===== config.mk =====
export PLATFORM = sky130hd
export DESIGN_NAME = asci_hex_to_block
export DESIGN_NICKNAME = d
export VERILOG_FILES = /design/src/rtl/asci_hex_to_block_pkg.sv /design/src/rtl/asci_hex_to_block_asci_bin.sv /design/src/rtl/asci_hex_to_block.sv
export SDC_FILE = /design/constraint.sdc
export NUM_CORES = 1
export LEC_CHECK = 0
export ABC_AREA = 1
export CAP_MARGIN = 20
export CORE_UTILIZATION = 36
export DETAILED_ROUTE_END_ITERATION = 10
export GPL_TIMING_DRIVEN = 1
export MAX_ROUTING_LAYER = met4
export PLACE_DENSITY = 0.62
export SLEW_MARGIN = 20
export SYNTH_ARGS = -nofsm -noshare
export SYNTH_HDL_FRONTEND = slang
export SYNTH_SLANG_ARGS = --single-unit

===== constraint.sdc =====
create_clock -name clk -period 1.8 [get_ports clk]
set_input_delay 0.18 -clock clk [delete_from_list [all_inputs] [get_ports clk]]
set_output_delay 0.18 -clock clk [all_outputs]
set_load 0.01 [all_outputs]

===== src/rtl/asci_hex_to_block_pkg.sv =====
// Shared ASCII constants and FSM state encoding for the ASCII-hex <-> binary paths.
package aes_ascii_defs;

    // Character codes used by the hex decoder
    localparam logic [7:0] ASC_0   = 8'h30;  // '0'
    localparam logic [7:0] ASC_9   = 8'h39;  // '9'
    localparam logic [7:0] ASC_LA  = 8'h61;  // 'a'
    localparam logic [7:0] ASC_LF_ = 8'h66;  // 'f'
    localparam logic [7:0] ASC_UA  = 8'h41;  // 'A'
    localparam logic [7:0] ASC_UF  = 8'h46;  // 'F'
    localparam logic [7:0] ASC_SP  = 8'h20;  // space
    localparam logic [7:0] ASC_CR  = 8'h0D;  // carriage return
    localparam logic [7:0] ASC_LF  = 8'h0A;  // line feed

    // Block assembler states
    localparam logic [0:0] ST_COLLECT = 1'b0;
    localparam logic [0:0] ST_FULL    = 1'b1;

endpackage


===== src/rtl/asci_hex_to_block_asci_bin.sv =====
// Combinational ASCII character classifier / hex digit decoder.
// Mirror of bin_asci; kept standalone so a command parser can reuse it.
module asci_bin
    import aes_ascii_defs::*;
(
    input  logic [7:0] rx_data,
    output logic [3:0] nib,
    output logic       is_hex,
    output logic       is_space,
    output logic       is_eol
);

    // Classify the byte; letters map to 10-15 via low nibble + 9
    always_comb begin
        nib      = 4'd0;
        is_hex   = 1'b0;
        is_space = (rx_data == ASC_SP);
        is_eol   = (rx_data == ASC_CR) || (rx_data == ASC_LF);
        if (rx_data >= ASC_0 && rx_data <= ASC_9) begin
            nib    = rx_data[3:0];
            is_hex = 1'b1;
        end else if ((rx_data >= ASC_LA && rx_data <= ASC_LF_) ||
                     (rx_data >= ASC_UA && rx_data <= ASC_UF)) begin
            nib    = rx_data[3:0] + 4'd9;
            is_hex = 1'b1;
        end
    end

endmodule


===== src/rtl/asci_hex_to_block.sv =====
// Assembles a stream of ASCII hex characters into one 4*NIBBLES-bit block.
// First digit received lands in the most significant nibble.
module asci_hex_to_block
    import aes_ascii_defs::*;
#(
    parameter int NIBBLES = 32
) (
    input  logic                   clk,
    input  logic                   rst_n,
    input  logic [7:0]             rx_data,
    input  logic                   rx_valid,
    output logic                   rx_ready,
    output logic [4*NIBBLES-1:0]   blk_data,
    output logic                   blk_valid,
    input  logic                   blk_ready,
    output logic                   err
);

    localparam int CW = $clog2(NIBBLES + 1);
    localparam logic [CW-1:0] LAST = CW'(NIBBLES - 1);

    logic [0:0]           r_state;
    logic [CW-1:0]        r_cnt;
    logic [4*NIBBLES-1:0] r_blk;
    logic                 r_rx_ready;
    logic                 r_blk_valid;
    logic                 r_err;

    logic [3:0]           w_nib;
    logic                 w_is_hex;
    logic                 w_is_space;
    logic                 w_is_eol;
    logic                 w_acc;
    logic                 w_illegal;

    asci_bin u_dec (
        .rx_data  (rx_data),
        .nib      (w_nib),
        .is_hex   (w_is_hex),
        .is_space (w_is_space),
        .is_eol   (w_is_eol)
    );

    // rx_ready is only ever high in COLLECT, so an accept implies COLLECT
    assign w_acc     = rx_valid && r_rx_ready;
    assign w_illegal = !w_is_hex && !w_is_space && !w_is_eol;

    // Shift register: stale nibbles from a discarded partial are left in place,
    // a full block always overwrites all of them before blk_valid rises
    always_ff @(posedge clk or negedge rst_n) begin
        if (!rst_n) begin
            r_blk <= '0;
        end else if (w_acc && w_is_hex) begin
            r_blk <= {r_blk[4*NIBBLES-5:0], w_nib};
        end
    end

    // FSM, digit counter and registered handshake/err outputs
    always_ff @(posedge clk or negedge rst_n) begin
        if (!rst_n) begin
            r_state     <= ST_COLLECT;
            r_cnt       <= '0;
            r_rx_ready  <= 1'b0;
            r_blk_valid <= 1'b0;
            r_err       <= 1'b0;
        end else begin
            r_err <= 1'b0;
            case (r_state)
                ST_COLLECT: begin
                    r_rx_ready  <= 1'b1;
                    r_blk_valid <= 1'b0;
                    if (w_acc) begin
                        if (w_is_hex) begin
                            if (r_cnt == LAST) begin
                                r_cnt       <= '0;
                                r_state     <= ST_FULL;
                                r_rx_ready  <= 1'b0;
                                r_blk_valid <= 1'b1;
                            end else begin
                                r_cnt <= r_cnt + CW'(1);
                            end
                        end else if (w_is_eol) begin
                            // bare EOL between blocks is harmless
                            if (r_cnt != '0) begin
                                r_err <= 1'b1;
                                r_cnt <= '0;
                            end
                        end else if (w_illegal) begin
                            r_err <= 1'b1;
                            r_cnt <= '0;
                        end
                    end
                end
                default: begin
                    // ST_FULL: block frozen until downstream takes it
                    if (blk_ready) begin
                        r_state     <= ST_COLLECT;
                        r_blk_valid <= 1'b0;
                        r_rx_ready  <= 1'b1;
                    end
                end
            endcase
        end
    end

    assign rx_ready  = r_rx_ready;
    assign blk_valid = r_blk_valid;
    assign blk_data  = r_blk;
    assign err       = r_err;

endmodule


### Word level (Yosys, flattened, before mapping)

Index checks and enable logic that the tools add are counted.

| cells by class | value |
|---|---|
| add/subtract/negate cells | 2 |
| multipliers | 0 |
| divide/modulo/power cells | 0 |
| order comparisons | 6 |
| equal/unequal tests | 6 |
| shifts and indexed selects | 0 |
| muxes and demuxes | 27 |
| bitwise gates (word level) | 1 |
| reductions and logical operators | 15 |

Operators by type and width:

| operator | number |
|---|---|
| 2-to-1 mux 6 bit | 5 |
| 2-to-1 mux 1 bit | 20 |
| == test 8 x 4 -> 1 bit, second input constant | 2 |
| greater-or-equal comparator 8 x 7 -> 1 bit, second input constant | 2 |
| less-or-equal comparator 8 x 7 -> 1 bit, second input constant | 2 |
| == test 8 x 6 -> 1 bit, second input constant | 1 |
| greater-or-equal comparator 8 x 6 -> 1 bit, second input constant | 1 |
| less-or-equal comparator 8 x 6 -> 1 bit, second input constant | 1 |
| 2-to-1 mux 4 bit | 2 |
| logical AND 1 bit | 7 |
| adder 6 x 1 -> 6 bit, second input constant | 1 |
| == test 6 x 5 -> 1 bit, second input constant | 1 |
| nonzero test 6 bit | 1 |
| adder 4 bit, second input constant | 1 |
| AND reduction 4 bit | 1 |
| logical NOT 1 bit | 3 |
| inequality test 3 x 2 -> 1 bit, second input constant | 1 |
| nonzero test 3 bit | 1 |
| logical OR 1 bit | 2 |
| inequality test 2 bit, second input constant | 1 |
| inverter 1 bit | 1 |

| storage, ports and cells | value |
|---|---|
| register bits | 138 |
| bits in latches | 0 |
| bits in writable memories | 0 |
| ROM bits | 0 |
| output and inout port bits | 131 |
| word-level logic and storage cells | 63 |
| memories | 0 |

### Depth between registers and ports, before layout

| depth | value |
|---|---|
| word-level depth | 13 |
| depth in mapped cells | 13 |

### By module

Synthesis repeated with hierarchy kept, for this count alone.

| unflattened totals | value |
|---|---|
| cells, all modules | 654 |
| area, all modules | 5693.0 sq um |

Modules (own cells, without submodules):

| module | instances | cells an instance | area an instance (sq um) |
|---|---|---|---|
| asci_hex_to_block | 1 | 610 | 5452.7 |
| asci_bin | 1 | 44 | 240.2 |

### Worst setup path before layout

Ideal clock, no wire load.

| path | value |
|---|---|
| kind | in2reg |
| start | input port rx_data[0] |
| end | register r_blk[60], in the netlist blk_data[60] |
| data arrival time | 1355 ps |
| path slack | 329 ps |
| stages | 13 |
| cells stage by stage | inv_1 ha_1 nand2_1 nor2_1 nor2_4 nand2_4 nand2_4 nand2_8 inv_6 buf_12 buf_8 nand2_2 nand2_1 |

| on the way | value |
|---|---|
| word-level cells in the longest chain between the ends | 6 |
| elaborated cells on any way between the ends | 13 |
| those cells by class | 6 x order compare; 2 x mux; 5 x reduce/logical |

Ends and longest elaborated chain:

| element | line | source |
|---|---|---|
| from (decl) | asci_hex_to_block.sv:10 | `input logic [7:0] rx_data,` |
| greater-or-equal comparator 8 x 7 -> 1 bit, or another cell as far along | asci_hex_to_block_asci_bin.sv:22 | `end else if ((rx_data >= ASC_LA && rx_data <= ASC_LF_) \|\|` |
| logical AND 1 bit, on equally long branches | asci_hex_to_block_asci_bin.sv:22, asci_hex_to_block_asci_bin.sv:23 |  |
| logical OR 1 bit | asci_hex_to_block_asci_bin.sv:22 |  |
| 2-to-1 mux 1 bit | asci_hex_to_block_asci_bin.sv:22 |  |
| 2-to-1 mux 1 bit (*) | asci_hex_to_block_asci_bin.sv:19 | `if (rx_data >= ASC_0 && rx_data <= ASC_9) begin` |
| logical AND 1 bit (*) | asci_hex_to_block.sv:53 | `end else if (w_acc && w_is_hex) begin` |
| to (signal assigned) | asci_hex_to_block.sv:54 | `r_blk <= {r_blk[4*NIBBLES-5:0], w_nib};` |
| to (decl) | asci_hex_to_block.sv:24 | `logic [4*NIBBLES-1:0] r_blk;` |

Every way passes the cells marked *; elsewhere a longest branch is shown, timed or not.
A chain may end at the register's enable or synchronous reset.

### Final worst setup path

| path | value |
|---|---|
| start | input port rx_data[0] |
| end | register r_blk[51], in the netlist blk_data[51] |

Same word-level chain as after synthesis.

==> results.yml <==
final_layout:
  stdcell_count: 1077
  nets: 866
  final_cell_mix: "408 x nand2_1, 141 x clkdlybuf4s50_1, 138 x dfrtp_1"
  fin_area_mm2: 0.00825
  area_growth_pct: 41.8
  layout_commonest_cell: "nand2_1"
  nFillCells: 1508
  drive_gt1_share_pct: 10.7
  diodes: 0
timing:
  min_period_over_period_pct: 91.0
  period_needed_ps: 1640
  max-slew-margin-rel_pct: 74.0
  setup_viol: 0
  fin_skew_ps: 8.49
  hold_slack_ps: 229
  worstMarginPinSlew_ps: 388
  fmax_ghz: 0.611
  hold_violations: 0
  slew_violations: 0
  fin_ws_ps: 163
  rsz0062_at_grt: "false"
worst_setup_path:
  arrival_ps: 1990
  crit_family: "buffers and inverters"
  crit_path_end_kind: "register"
  cp_max_fo: 59
  path_cells: "clkdlybuf4s50_1 > inv_1 > ha_1 > nor2_1 > nand2_1 > nand4_2 > nand2_4 > nand2_8 > buf_12 > nand2_1 > nand2_1"
  cpPeakStageDelay_ps: 520
  crit_path_start_kind: "primary input"
  worstPathRequired_ps: 2150
  path_class: "primary input to register"
  cp_slowest_cell: "clkdlybuf4s50_1"
  path_buf_inv: 3
  path_common_cell: "nand2_1"
grt:
  antenna_found_initial: 0
  grt_max_degree: 60
  grt_pass1_wl_mm: 22.3
  grt_pass1_vias: 4400
  track_usage_pct: 17.9
  grt_overflow: 0
die:
  io-pin-count: 143
  num_rows: 46
  core_region_area_mm2: 0.0158
  dieArea_mm2: 0.0167
  initial_core_util_pct: 36.8
  die_y_um: 129
  die-width_um: 129
synthesis:
  yosys_warnings: 0
  synthMuxAreaShare_pct: 0
  synth_cells: 681
  syn_area_mm2: 0.00582
  synth-edff-count: 0
  synthArstFlopShare_pct: 100
  synth_adder_area_share_pct: 1.29
  synth.distinct_cells: 26
  synth_area_per_cell_um2: 8.54
  synth-seq-area-share_pct: 59.4
  synth_xor_xnor_area_share_pct: 0.452
  synth_flop_cell: "dfrtp_1"
  synth_compound_area_share_pct: 1.03
  synth_top_family_by_area: "simple AND/OR/NAND/NOR gates"
  synth-simple-area-share_pct: 32.6
  syn-num-nets: 699
  synth-seq-cells: 138
place:
  place_congestion: 0.831
  place_area_mm2: 0.00761
  place_inst: 1044
  dp_hpwl_mm: 9.20
  pre_cts_slack_ps: -264
  port_buffers: 142
power:
  vdd_ir_drop_max_uv: 641
  leakagePower_nw: 4.32
  finalPower_mw: 7.26
  power_density_mw_per_mm2: 881
clock_tree:
  clk_pin_slew_worst_paths_ps: 60
  htree_levels: 4
  postCtsSetupRepairBufs: 0
  cts_made_buffers: 17
  cts_tree: "yes"
  cts.sinks: 138
  clock_tree.buffer_depth: 2
  clk_latency_ps: 420
  clockRootBuffer: "clkbuf_16"
detailed_routing:
  wl_mm: 13.5
  wl_per_cell_um: 12.6
  num_vias: 4739
  viasPerCell: 4.40
  final_antenna_net_count: 0
  drc: 0
  drtIter0Drc: 279
  dr.pass1.iters: 4
min_path:
  hold_path.class: "primary input to async pin"
run:
  cap_viol_max_count: 0
outcome:
  outcome: "finished, final reports clean"
-- cell type report --
type	count	area, µm²	share of cell area (%)
clock buffers	18	429	5.20
clock inverters	14	195	2.37
inverters	23	91.3	1.11
multi-input cells	493	2060	25.0
flip-flops and latches	138	3450	41.9
well taps	216	270	3.28
repair buffers	175	1750	21.2
-- state kept, by name (all words and copies together), names as in the netlist --
| register | cells |
|---|---|
| blk_data | 128 |
| r_cnt | 6 |
| blk_valid | 1 |
| err | 1 |
| r_state | 1 |
| rx_ready | 1 |
-- synthesized netlist by cell type, types with 2 or more instances --
| master | number | area share (%) |
|---|---|---|
| nand3_1 | 12 | 1.0 |
| buf_8 | 3 | 0.77 |
| o21ai_0 | 9 | 0.77 |
| nand4_1 | 3 | 0.32 |
| ha_1 | 6 | 1.3 |
| nor2_1 | 22 | 1.4 |
| inv_1 | 20 | 1.3 |
| xnor2_1 | 2 | 0.30 |
| buf_4 | 8 | 1.0 |
| nand2_2 | 20 | 2.2 |
| nand2_1 | 408 | 26 |
| buf_2 | 13 | 1.1 |
| nand2_4 | 2 | 0.39 |
| buf_6 | 2 | 0.39 |
| a21oi_1 | 3 | 0.26 |
| dfrtp_1 | 138 | 59 |
-- per-layer routing --
layer / part of all wire [%] / wire (µm) / track usage (%) / vias up
met5: 0 / 0 / - / -
met4: 1.4 / 191 / 6.85 / 0
met3: 4.5 / 605 / 4.67 / 15
met2: 46 / 6220 / 25.9 / 106
met1: 48 / 6520 / 23.9 / 2213
li1: - / - / - / 2405
-- kinds of logic after synthesis --
group	Yosys count
compound gates	12
xor+xnor	3
fa+ha+maj	6
buf+inv	50
flops	138
simple gates	472
-- final timing paths --
kind                                            from                         to  slack, ps  cells past startpoint
max                                       rx_data[0]   blk_data[51]$_DFFE_PN0P_        160                     11
min                                            rst_n   blk_data[60]$_DFFE_PN0P_        230                      2
max reg2reg                     r_cnt[1]$_DFFE_PN0P_       rx_ready$_DFFE_PN0P_        290                      8
min reg2reg                blk_data[124]$_DFFE_PN0P_  blk_data[124]$_DFFE_PN0P_        490                      2
max in group asynchronous                      rst_n  blk_data[116]$_DFFE_PN0P_        980                      3
min in group clk                           blk_ready          r_state$_DFF_PN0_        430                      3
-- metrics by stage --
step | setup TNS [ps] | utilization (%)
2_1_floorplan | 0 | -
3_3_place_gp | -26110 | 48.1
3_5_place_dp | -30520 | 48.1
4_1_cts | 0 | 52.1
5_1_grt | 0 | 52.1
6_report | 0 | 52.1
-- power breakdown --
part	internal [mW]	switching [mW]	leakage, nW
combinational	0.173	0.226	2.10
clock	2.33	1.36	0.305
sequential	3.14	0.0353	1.92
-- repair_timing --
item / 4_1_cts / 5_1_grt
gates resized for setup: 0 / 0
hold buffers: 1 / 0
hold endpoints to repair: 33 / 0
No activity file was read; power rests on OpenSTA's default activity.
==> edit, RTL diff (config.mk and constraints unchanged) <==
`NIBBLES`: 32 -> 16.
--- a/src/rtl/asci_hex_to_block.sv
+++ b/src/rtl/asci_hex_to_block.sv
@@ -3,7 +3,7 @@
 module asci_hex_to_block
     import aes_ascii_defs::*;
 #(
-    parameter int NIBBLES = 32
+    parameter int NIBBLES = 16
 ) (
     input  logic                   clk,
     input  logic                   rst_n,
Ports: changed (resized blk_data); port bits go from 143 to 79. The function was not compared with the original's and may differ.
==> edit against the original RTL <==
Global-route usage up 0.39 points. Setup slack improved by 0.032 ns. Wire length shrank 46%. Critical path type unchanged. Fmax up 2.0%. Synthesized area down 45%. Synthesized cell count shrank 43%. Sequential power is 46% lower. Sequential cell count down 65. Sequential share of layout area is 0.99 points lower. Power shrank 51%. Design area down 46%. Combinational power decreased by 20%.
==> edit: results <==
global_route:
  grt_usage_pct: 18.3
  grt_pass1_vias: 2680
  met2_usage_pct: 27.8
  met3_usage_pct: 3.87
  use_met1_pct: 24.4
  grt_pass1_wl_um: 12600
  grt_max_degree: 50
layout:
  final_cells: 594
  final_layout_size_suffix_gt1_share_pct: 9.20
  layout.nets: 502
  nFillCells: 794
  largest_reg_flops: 64
timing:
  relSlewSlack_pct: 57.5
  skew_ns: 0.00734
power:
  power_leakage_nw: 2.34
  p_per_area_mw_per_mm2: 804
  vdd_drop_max_mv: 0.397
worst_setup_path:
  crit_fanout: 32
clock_network:
  htreeDepth: 3
  cts_root_buf: "clkbuf_8"
  clk_latency_ns: 0.34
  path_clk_slew_ns: 0.08
  cts_buffers: 9
synth:
  synthAdderAreaFrac_pct: 2.36
  synth_compound_area_share_pct: 1.61
  synth_nets: 405
  synth-warning-count: 0
  synth-xor-area-share_pct: 0.827
  synth_common_cells: "nand2_1 (227), dfrtp_1 (73), inv_1 (18)"
  synth_area_leaders: "dfrtp_1 (58%), nand2_1 (27%), ha_1 (2.4%)"
  ys_seq_area_share_pct: 57.5
  synthCells: 387
drt:
  first_iter_violations: 104
  wl_per_cell_um: 12.3
  routed_via_density: 4.58
placed_design:
  post-place-ws_ns: -0.135
  dp_cells: 577
  place.gp.congestion: 0.860
  port_buffers: 78
  dpl.hpwl_um: 5080
status:
  status: "complete, no violations"
hold_path:
  hold_path.class: "in -> async"
## edit: changes by cell type after synthesis, moves of 4 or more
cell,delta
buf_2,-7
nand2_2,-17
nor2_1,-9
nand2_1,-181
o21ai_0,-4
dfrtp_1,-65
## edit: cell families after synthesis
kind of cell,Yosys count
simple gates,264
flops,73
buf+inv,33
compound gates,8
fa+ha+maj,6
xor+xnor,3
## edit: through the flow
step | instance area [um^2] | setup TNS (ns)
floorplan | 3180 | 0
global placement | 4220 | -5.48
detailed placement | 4220 | -8.09
CTS | 4470 | 0
global route | 4470 | 0
finish | 4470 | 0
## edit: cell type report
| class | instances | area (um^2) | area share, % |
|---|---|---|---|
| clock buffers | 9 | 124 | 2.77 |
| inverters | 21 | 78.8 | 1.76 |
| repair buffers | 98 | 993 | 22.2 |
| multi-input cells | 281 | 1200 | 26.8 |
| flip-flops and latches | 73 | 1830 | 40.9 |
| clock inverters | 7 | 118 | 2.63 |
| well taps | 105 | 131 | 2.94 |
## edit: final timing paths
check                      cells past startpoint    startpoint  slack [ns]           end
max                                           11    rx_data[0]        0.19  blk_data[22]
min                                            2         rst_n        0.40  blk_data[57]
max reg2reg                                    6      r_cnt[2]        0.39      r_cnt[4]
min reg2reg                                    2  blk_data[63]        0.49  blk_data[63]
max in group asynchronous                      3         rst_n        0.83  blk_data[20]
min in group clk                               4     blk_ready        0.47      rx_ready
## edit: report_power, final
| group | total (W) | leakage (nW) | internal, W | switching (W) |
|---|---|---|---|---|
| clock network | 0.00156 | 0.124 | 0.000923 | 0.000633 |
| logic | 0.000320 | 1.21 | 0.000157 | 0.000163 |
| registers | 0.00172 | 1.01 | 0.00168 | 0.0000374 |
## edit: worst max-delay path: stages
cell	delay [ns]
clkdlybuf4s50_1	0.54
inv_1	0.10
ha_1	0.23
nand2_1	0.07
nand3_1	0.09
nand2_2	0.13
nand2_2	0.08
nand2_2	0.12
buf_12	0.19
nand2_1	0.07
nand2_1	0.07
## edit: layer usage
metal | part of all wire, % | vias to the layer above
met2 | 46 | 57
met1 | 48 | 1281
met5 | 0 | -
li1 | - | 1373
met4 | 1.4 | 0
met3 | 4.0 | 10
## edit: timing repair
item,CTS,global route
hold buffers,1,0
endpoints found under the setup margin,0,0
hold endpoints to repair,48,0
buffers inserted,0,0
